<file path="src/rtl/debounce_pkg.sv">
// Purpose: shared state encoding and width helpers for button debounce logic.
// Latency: n/a (types and constant functions only).
// Backpressure: n/a.
package debounce_pkg;

   // FSM encoding shared by the debouncer and anything that inspects its state
   typedef enum logic [1:0] {
      IDLE         = 2'd0,
      PRESS_WAIT   = 2'd1,
      HELD         = 2'd2,
      RELEASE_WAIT = 2'd3
   } db_state_t;

   // Bits needed to hold values 0..max_val; never returns less than 1
   function automatic int cnt_width(input int max_val);
      return (max_val < 1) ? 1 : $clog2(max_val + 1);
   endfunction

   // Larger of two integers, used to size the shared repeat counter
   function automatic int max2(input int a, input int b);
      return (a > b) ? a : b;
   endfunction

endpackage

</file>
<file path="src/rtl/sync_2ff.sv">
// Purpose: 1-bit two-flop synchronizer for an asynchronous input, reset to 0.
// Latency: 2 clk edges from input change to output change.
// Backpressure: none; free-running.
module sync_2ff (
   input  logic clk,
   input  logic reset,
   input  logic d,
   output logic q
);

   logic meta_q, meta_d;
   logic sync_q, sync_d;

   // Shift chain: first stage may go metastable, second stage resolves it
   always_comb begin
      meta_d = d;
      sync_d = meta_q;
   end

   // Both stages clear on reset so no stale level leaks past reset
   always_ff @(posedge clk) begin
      if (reset) begin
         meta_q <= 1'b0;
         sync_q <= 1'b0;
      end else begin
         meta_q <= meta_d;
         sync_q <= sync_d;
      end
   end

   assign q = sync_q;

endmodule

</file>
<file path="src/rtl/button_debounce_pulse.sv">
// Purpose: debounce a raw button, emit one pulse per press (plus optional auto-repeat) and one per release.
// Latency: press/release visible DEBOUNCE_CYCLES+2 edges after the input settles; all outputs registered.
// Backpressure: none; pulses are fire-and-forget single cycles.
module button_debounce_pulse
   import debounce_pkg::*;
#(
   parameter int DEBOUNCE_CYCLES = 4,
   parameter int REPEAT_EN       = 0,
   parameter int REPEAT_DELAY    = 16,
   parameter int REPEAT_PERIOD   = 8
) (
   input  logic clk,
   input  logic reset,
   input  logic btn_in,
   output logic btn_level,
   output logic btn_pulse,
   output logic btn_repeat,
   output logic btn_release
);

   localparam int DB_W  = $clog2(DEBOUNCE_CYCLES + 1);
   localparam int RPT_W = cnt_width(max2(REPEAT_DELAY, REPEAT_PERIOD));

   // Counters compare against "last sample" values so no extra adder bit is needed
   localparam logic [DB_W-1:0]  DB_ONE         = DB_W'(1);
   localparam logic [DB_W-1:0]  DB_LAST        = DB_W'(DEBOUNCE_CYCLES - 1);
   localparam logic [RPT_W-1:0] RPT_ONE        = RPT_W'(1);
   localparam logic [RPT_W-1:0] RPT_DELAY_LAST = RPT_W'(REPEAT_DELAY - 1);
   localparam logic [RPT_W-1:0] RPT_PER_LAST   = RPT_W'(REPEAT_PERIOD - 1);

   logic             s;
   db_state_t        state_q, state_d;
   logic [DB_W-1:0]  db_cnt_q, db_cnt_d;
   logic [RPT_W-1:0] rpt_cnt_q, rpt_cnt_d;
   logic             rpt_first_q, rpt_first_d;
   logic             level_q, level_d;
   logic             pulse_q, pulse_d;
   logic             rpt_pulse_q, rpt_pulse_d;
   logic             release_q, release_d;
   logic             press_evt;
   logic             release_evt;
   logic             rpt_evt;
   logic [RPT_W-1:0] rpt_last;

   sync_2ff u_sync (
      .clk   (clk),
      .reset (reset),
      .d     (btn_in),
      .q     (s)
   );

   // State register plus every counter and registered output
   always_ff @(posedge clk) begin
      if (reset) begin
         state_q     <= IDLE;
         db_cnt_q    <= '0;
         rpt_cnt_q   <= '0;
         rpt_first_q <= 1'b1;
         level_q     <= 1'b0;
         pulse_q     <= 1'b0;
         rpt_pulse_q <= 1'b0;
         release_q   <= 1'b0;
      end else begin
         state_q     <= state_d;
         db_cnt_q    <= db_cnt_d;
         rpt_cnt_q   <= rpt_cnt_d;
         rpt_first_q <= rpt_first_d;
         level_q     <= level_d;
         pulse_q     <= pulse_d;
         rpt_pulse_q <= rpt_pulse_d;
         release_q   <= release_d;
      end
   end

   // Next state: count consecutive agreeing samples, any disagreement aborts the wait
   always_comb begin
      state_d  = state_q;
      db_cnt_d = db_cnt_q;
      unique case (state_q)
         IDLE: begin
            db_cnt_d = '0;
            if (s) begin
               if (DEBOUNCE_CYCLES == 1) begin
                  state_d = HELD;
               end else begin
                  state_d  = PRESS_WAIT;
                  db_cnt_d = DB_ONE;
               end
            end
         end
         PRESS_WAIT: begin
            if (!s) begin
               state_d  = IDLE;
               db_cnt_d = '0;
            end else if (db_cnt_q == DB_LAST) begin
               state_d  = HELD;
               db_cnt_d = '0;
            end else begin
               db_cnt_d = db_cnt_q + DB_ONE;
            end
         end
         HELD: begin
            db_cnt_d = '0;
            if (!s) begin
               if (DEBOUNCE_CYCLES == 1) begin
                  state_d = IDLE;
               end else begin
                  state_d  = RELEASE_WAIT;
                  db_cnt_d = DB_ONE;
               end
            end
         end
         RELEASE_WAIT: begin
            if (s) begin
               state_d  = HELD;
               db_cnt_d = '0;
            end else if (db_cnt_q == DB_LAST) begin
               state_d  = IDLE;
               db_cnt_d = '0;
            end else begin
               db_cnt_d = db_cnt_q + DB_ONE;
            end
         end
         default: begin
            state_d  = IDLE;
            db_cnt_d = '0;
         end
      endcase
   end

   // Outputs and repeat timer; repeat only advances on HELD cycles that stay high,
   // so a repeat can never coincide with a release in the fast-debounce case
   always_comb begin
      press_evt   = (state_q == IDLE || state_q == PRESS_WAIT) && (state_d == HELD);
      release_evt = (state_q == HELD || state_q == RELEASE_WAIT) && (state_d == IDLE);
      rpt_evt     = 1'b0;
      rpt_cnt_d   = rpt_cnt_q;
      rpt_first_d = rpt_first_q;
      rpt_last    = rpt_first_q ? RPT_DELAY_LAST : RPT_PER_LAST;
      if (press_evt) begin
         rpt_cnt_d   = '0;
         rpt_first_d = 1'b1;
      end else if ((REPEAT_EN != 0) && (state_q == HELD) && s) begin
         if (rpt_cnt_q == rpt_last) begin
            rpt_evt     = 1'b1;
            rpt_cnt_d   = '0;
            rpt_first_d = 1'b0;
         end else begin
            rpt_cnt_d = rpt_cnt_q + RPT_ONE;
         end
      end
      level_d     = (state_d == HELD) || (state_d == RELEASE_WAIT);
      pulse_d     = press_evt | rpt_evt;
      rpt_pulse_d = rpt_evt;
      release_d   = release_evt;
   end

   assign btn_level   = level_q;
   assign btn_pulse   = pulse_q;
   assign btn_repeat  = rpt_pulse_q;
   assign btn_release = release_q;

endmodule

</file>
<file path="config.mk">
export PLATFORM = sky130hd
export DESIGN_NAME = button_debounce_pulse
export DESIGN_NICKNAME = d
export VERILOG_FILES = /design/src/rtl/debounce_pkg.sv /design/src/rtl/sync_2ff.sv /design/src/rtl/button_debounce_pulse.sv
export SDC_FILE = /design/constraint.sdc
export NUM_CORES = 1
export LEC_CHECK = 0
export ABC_AREA = 1
export BUFFER_PORTS_ARGS = -buffer_cell sky130_fd_sc_hd__buf_4
export CORE_AREA = 2 2 39 41
export CTS_CLUSTER_DIAMETER = 30
export CTS_CLUSTER_SIZE = 40
export DETAILED_ROUTE_END_ITERATION = 16
export DIE_AREA = 0 0 41 43
export REMOVE_ABC_BUFFERS = 1
export SKIP_CTS_REPAIR_TIMING = 1
export SLEW_MARGIN = 20
export SYNTH_ARGS = -nofsm -noshare
export SYNTH_HDL_FRONTEND = slang
export SYNTH_SLANG_ARGS = --single-unit
</file>
<file path="constraint.sdc">
create_clock -name clk -period 2 [get_ports clk]
set_input_delay 0.5 -clock clk [delete_from_list [all_inputs] [get_ports clk]]
set_output_delay 0.5 -clock clk [all_outputs]
set_load 0.01 [all_outputs]
</file>
==> results of run 1 <==
[final cells by class]
class | count | area, um^2 | area share
inverters | 9 | 33.78 | 0.08411
multi-input cells | 22 | 103.9 | 0.2586
well taps | 16 | 20.02 | 0.04984
clock buffers | 4 | 26.28 | 0.06542
flip-flops and latches | 9 | 180.2 | 0.4486
repair buffers | 5 | 37.54 | 0.09346
[logic make-up after synthesis]
family	count (synthesis)	synth area share
flip-flops	9	0.5538
other	1	0.01153
AND/OR/NAND/NOR	19	0.2539
adder cells (fa/ha/maj)	1	0.03846
buffers and inverters	10	0.1269
AO/OA/AOI/OAI	1	0.01537
[worst reg2reg max path, cell delays in order (launching register included)]
cell	delay, ns
dfxtp_1	0.33
ha_1	0.18
nand3_2	0.12
nand3_1	0.13
inv_1	0.05
[power by group]
group	leakage [uW]	internal, uW	switching (uW)	total, uW
logic	0.000112	4.34	5.54	9.87
clock network	0.0000150	76.8	61.9	139
registers	0.0000731	182	1.67	184
total	0.000200	263	69.1	332
[metal layers]
metal	up-vias	GRT usage
met3	5	0.03141
met5	-	0
li1	134	-
met4	0	0.1000
met1	105	0.07166
met2	9	0.07813
[final timing paths]
| path | startpoint | endpoint | slack (ns) |
|---|---|---|---|
| worst max-delay path | state_q[1] | btn_level | 0.77 |
| worst min register to register | u_sync.meta_q | u_sync.q | 0.40 |
| worst max register to register | db_cnt_q[0] | state_q[0] | 1.09 |
| worst min-delay path | u_sync.meta_q | u_sync.q | 0.40 |
[flip-flops by register name (all words and copies together), names as in the netlist]
| register | cells |
|---|---|
| btn_pulse | 1 |
| u_sync.q | 1 |
| u_sync.meta_q | 1 |
| btn_release | 1 |
| state_q | 2 |
| db_cnt_q | 3 |
[synthesized netlist by cell type]
library cell / n / area [um^2]
dfxtp_1: 9 / 180.2
inv_1: 9 / 33.78
nand2_1: 7 / 26.28
nor2_1: 7 / 26.28
nand3_1: 2 / 10.01
nor3_1: 2 / 10.01
buf_4: 1 / 7.510
conb_1: 1 / 3.750
ha_1: 1 / 12.51
nand3_2: 1 / 10.01
o21ai_0: 1 / 5.000
[through the flow]
stage               total power, uW  cells  setup WS, ns  area (um^2)  utilization
global route                  348.0     65        0.7313        401.6       0.2902
CTS                           337.2     65        0.7601        401.6       0.2902
floorplan                     192.7     40         1.138        317.8            -
detailed placement            197.8     61         1.016        375.4       0.2712
global placement              197.8     61         1.028        375.4       0.2712
finish                        332.4     65        0.7703        401.6       0.2902
==> results.sh, run 1 <==
export IMPL_fin_tns_setup_ns=0
export IMPL_cp_slowest_cell="dfxtp_1"
export IMPL_ys_seq_area_frac=0.5538
export IMPL_yosysWarnings=0
export IMPL_wl_met2_um=189
export IMPL_clkSinkCount=9
export IMPL_end_kind="primary output"
export IMPL_drt_iter0_markers=3
export IMPL_setup_viol=0
export IMPL_rows=14
export IMPL_grt_total_usage=0.06855
export IMPL_place_gp_congestion=0.7827
export IMPL_grt_pass1_vias=192
export IMPL_routed_wirelength_um=462
export IMPL_grt_ovfl_total=0
export IMPL_wl_per_cell_um=7.108
export IMPL_crit_buf_inv=1
export IMPL_drc=0
export IMPL_grt_start_max_net_pins=6
export IMPL_hpwl_um=346.8
export IMPL_insertion_delay_ns=0.26
export IMPL_die_x_um=41
export IMPL_post_synth_num_cell_types=11
export IMPL_wl_met3_um=35
export IMPL_r2r_cells=4
export IMPL_syn_inst=41
export IMPL_finClkSkew_ns=0.007014
export IMPL_peakVddDrop_uv=248.5
export IMPL_syn_avg_cell_area_um2=7.934
export IMPL_period_needed_ns=1.230
export IMPL_holdPathStages=2
export IMPL_fmax_ghz=0.8132
export IMPL_arrival_ns=0.73
export IMPL_p_per_area_mw_per_mm2=827.7
export IMPL_syn2layout_area_growth_pct=23.46
export IMPL_htree_levels=1
export IMPL_vias=253
export IMPL_dieArea_mm2=0.001763
export IMPL_fin_crit_sh=0.6148
export IMPL_crit_required_ns=1.50
export IMPL_core_area_mm2=0.001384
export IMPL_rsz0062_at_grt="false"
export IMPL_outcome="complete, no violations"
export IMPL_crit_family="flip-flops"
export IMPL_hold_path_class="reg -> reg"
export IMPL_slew_viol_final=0
export IMPL_netlist_area_um2=325.3
export IMPL_die_h_um=43
export IMPL_port_buffers=5
export IMPL_cp_slowest_stage_delay_ns=0.34
export IMPL_crit_chain="buf_4"
export IMPL_cts_buffers=3
export IMPL_fin_nets=54
export IMPL_antenna_left=0
export IMPL_antenna_cells=0
export IMPL_hold_viol=0
export IMPL_antenna_found_initial=0
export IMPL_grt_pass1_wl_um=690
export IMPL_clockBufferDepth=2
export IMPL_layout_common_cells="inv_1, dfxtp_1, nand2_1, nor2_1, buf_4"
export IMPL_critPathMaxFanout=3
export IMPL_cts_tree="yes"
export IMPL_initial_core_util=0.2351
export IMPL_critPathKind="reg -> out"
export IMPL_wl_met1_um=210
export IMPL_clkTransAtPathRegs_ns=0.06
export IMPL_cp_num_cells=1
export IMPL_root_buffer="clkbuf_4"
export IMPL_holdWs_ns=0.4040
export IMPL_leakage_uw=0.0001997
export IMPL_via_per_inst=3.892
export IMPL_ioPinCount=7
export IMPL_drt_first_pass_iters=2
export IMPL_top_layer="met4"
export IMPL_ys_ff_latch=9
export IMPL_num_fill_cells=149
export IMPL_maxCapViolCount=0
export IMPL_layout_drive_gt1_share=0.1837
export IMPL_crit_path_start_kind="flop"
Note: power is estimated with default switching activity, not from simulation.
==> inputs of run 2 (changes only) <==
- clock period: 2 -> 1.1 ns (I/O delays scaled with it)
==> run 2 against run 1 <==
Net effect: combinational power rose by 83%; global-route usage is 1.6 points higher; largest cell class unchanged; highest routed layer unchanged; die area stayed put; utilization did not move; sequential share of layout area unchanged; clock skew fell by 0.0041 ns; sequential cell count unchanged; non-clock buffer count unchanged; largest power group unchanged.
==> results.sh, run 2 (synthesis results as in run 1) <==
export IMPL_hold_start="reset"
export IMPL_grt_total_usage=0.08476
export IMPL_antenna_left=0
export IMPL_clkTransAtPathRegs_ns=0.05
export IMPL_hold_viol=0
export IMPL_setup_viol=0
export IMPL_routed_wirelength_um=489
export IMPL_antenna_found_initial=0
export IMPL_regMostFlops="db_cnt_q"
export IMPL_p_per_area_mw_per_mm2=1498
export IMPL_cp_slowest_stage_delay_ns=0.34
export IMPL_layout_common_cells="inv_1, dfxtp_1, nand2_1, nor2_1, buf_4"
export IMPL_die_x_um=41
export IMPL_place_ws_ns=0.1835
export IMPL_hold_path_class="in -> reg"
export IMPL_cp_slowest_cell="dfxtp_1"
export IMPL_layout_drive_gt1_share=0.1837
export IMPL_ioPinCount=7
export IMPL_rr_startpoint="db_cnt_q[0]"
export IMPL_fmax_ghz=0.9990
export IMPL_rsz0062_at_grt="false"
export IMPL_rows=14
export IMPL_finClkSkew_ns=0.002941
export IMPL_slew_viol_final=0
export IMPL_arrival_ns=0.73
export IMPL_vias=249
export IMPL_reg_largest_list="db_cnt_q: 3 flops, state_q: 2 flops"
export IMPL_crit_buf_inv=1
export IMPL_crit_required_ns=0.82
export IMPL_critPathKind="reg -> out"
export IMPL_fin_tns_setup_ns=0
export IMPL_fin_ws_ns=0.09900
export IMPL_outcome="complete, no violations"
export IMPL_maxCapViolCount=0
export IMPL_wl_per_cell_um=7.523
export IMPL_clockBufferDepth=2
export IMPL_die_h_um=43
export IMPL_cts_buffers=3
export IMPL_cts_tree="yes"
export IMPL_drt_first_pass_iters=2
export IMPL_htree_levels=1
export IMPL_port_buffers=5
export IMPL_fin_crit_sh=0.9100
export IMPL_place_gp_congestion=0.7303
export IMPL_end_kind="primary output"
export IMPL_clkSinkCount=9
export IMPL_via_per_inst=3.831
export IMPL_syn2layout_area_growth_pct=23.46
export IMPL_reg2reg_setup_slack_ns=0.18
export IMPL_peakVddDrop_uv=515.8
export IMPL_r2r_cells=4
export IMPL_grt_start_max_net_pins=6
export IMPL_rr_endpoint="state_q[0]"
export IMPL_period_needed_ns=1.001
export IMPL_holdPathStages=2
export IMPL_grt_pass1_wl_um=828
export IMPL_crit_path_start_kind="flop"
export IMPL_initial_core_util=0.2351
export IMPL_drt_iter0_markers=2
export IMPL_largest_reg_flops=3
export IMPL_antenna_cells=0
export IMPL_num_fill_cells=153
export IMPL_dieArea_mm2=0.001763
export IMPL_crit_family="flip-flops"
export IMPL_core_area_mm2=0.001384
export IMPL_drc=0
export IMPL_insertion_delay_ns=0.26
export IMPL_worstHoldEndpoint="u_sync.q"
export IMPL_critPathMaxFanout=3
export IMPL_grt_ovfl_total=0
export IMPL_leakage_uw=0.0001997
export IMPL_grt_pass1_vias=221
export IMPL_root_buffer="clkbuf_4"
export IMPL_crit_chain="buf_4"
export IMPL_hpwl_um=372.7
export IMPL_fin_nets=54
==> run 2: cell counts in the layout (fill, tap and decap cells not counted) <==
Identical to the previous run, type by type.
==> run 2: through the flow <==
step / instances / hold slack [ns] / power [uW] / utilization / instance area (um^2)
global placement: 61 / 0.3983 / 359.1 / 0.2712 / 375.4
finish: 65 / 0.2037 / 601.6 / 0.2902 / 401.6
detailed placement: 61 / 0.4004 / 359.8 / 0.2712 / 375.4
floorplan: 40 / 0.3462 / 350.4 / - / 317.8
global route: 65 / 0.1997 / 642.6 / 0.2902 / 401.6
CTS: 65 / 0.1950 / 619.5 / 0.2902 / 401.6
==> run 2: worst max path at each step <==
stage | from | end | slack (ns) | cells after the start
after global placement | db_cnt_q[0] | db_cnt_q[0] | 0.21 | 4
after global routing | state_q[1] | btn_level | 0.06 | 1
after CTS | state_q[1] | btn_level | 0.08 | 1
final | state_q[1] | btn_level | 0.1 | 1
after detailed placement | db_cnt_q[0] | db_cnt_q[0] | 0.18 | 4
after floorplan | db_cnt_q[0] | db_cnt_q[0] | 0.26 | 4
==> run 2: routing by layer <==
layer  GRT usage  routed length [um]
met5           0                   0
met2     0.09688                 213
met3     0.07853                  39
met4      0.1000                  23
met1     0.07516                 213
==> run 2: final cells by class <==
type	count	area (um^2)	share of cell area
timing repair buffer	5	37.54	0.09346
clock buffer	4	26.28	0.06542
multi-input combinational	22	103.9	0.2586
sequential	9	180.2	0.4486
inverter	9	33.78	0.08411
tap	16	20.02	0.04984
==> run 2: power by group <==
group	total, uW	internal (uW)	switching, uW
combinational	18.1	7.96	10.1
sequential	335	332	3.09
clock	249	139	110
total	602	479	123
==> run 2: worst reg2reg max path, cell delays in order (launching register included) <==
cell and delay (ns):
dfxtp_1 0.33, ha_1 0.19, nand3_2 0.13, nand3_1 0.13, inv_1 0.04
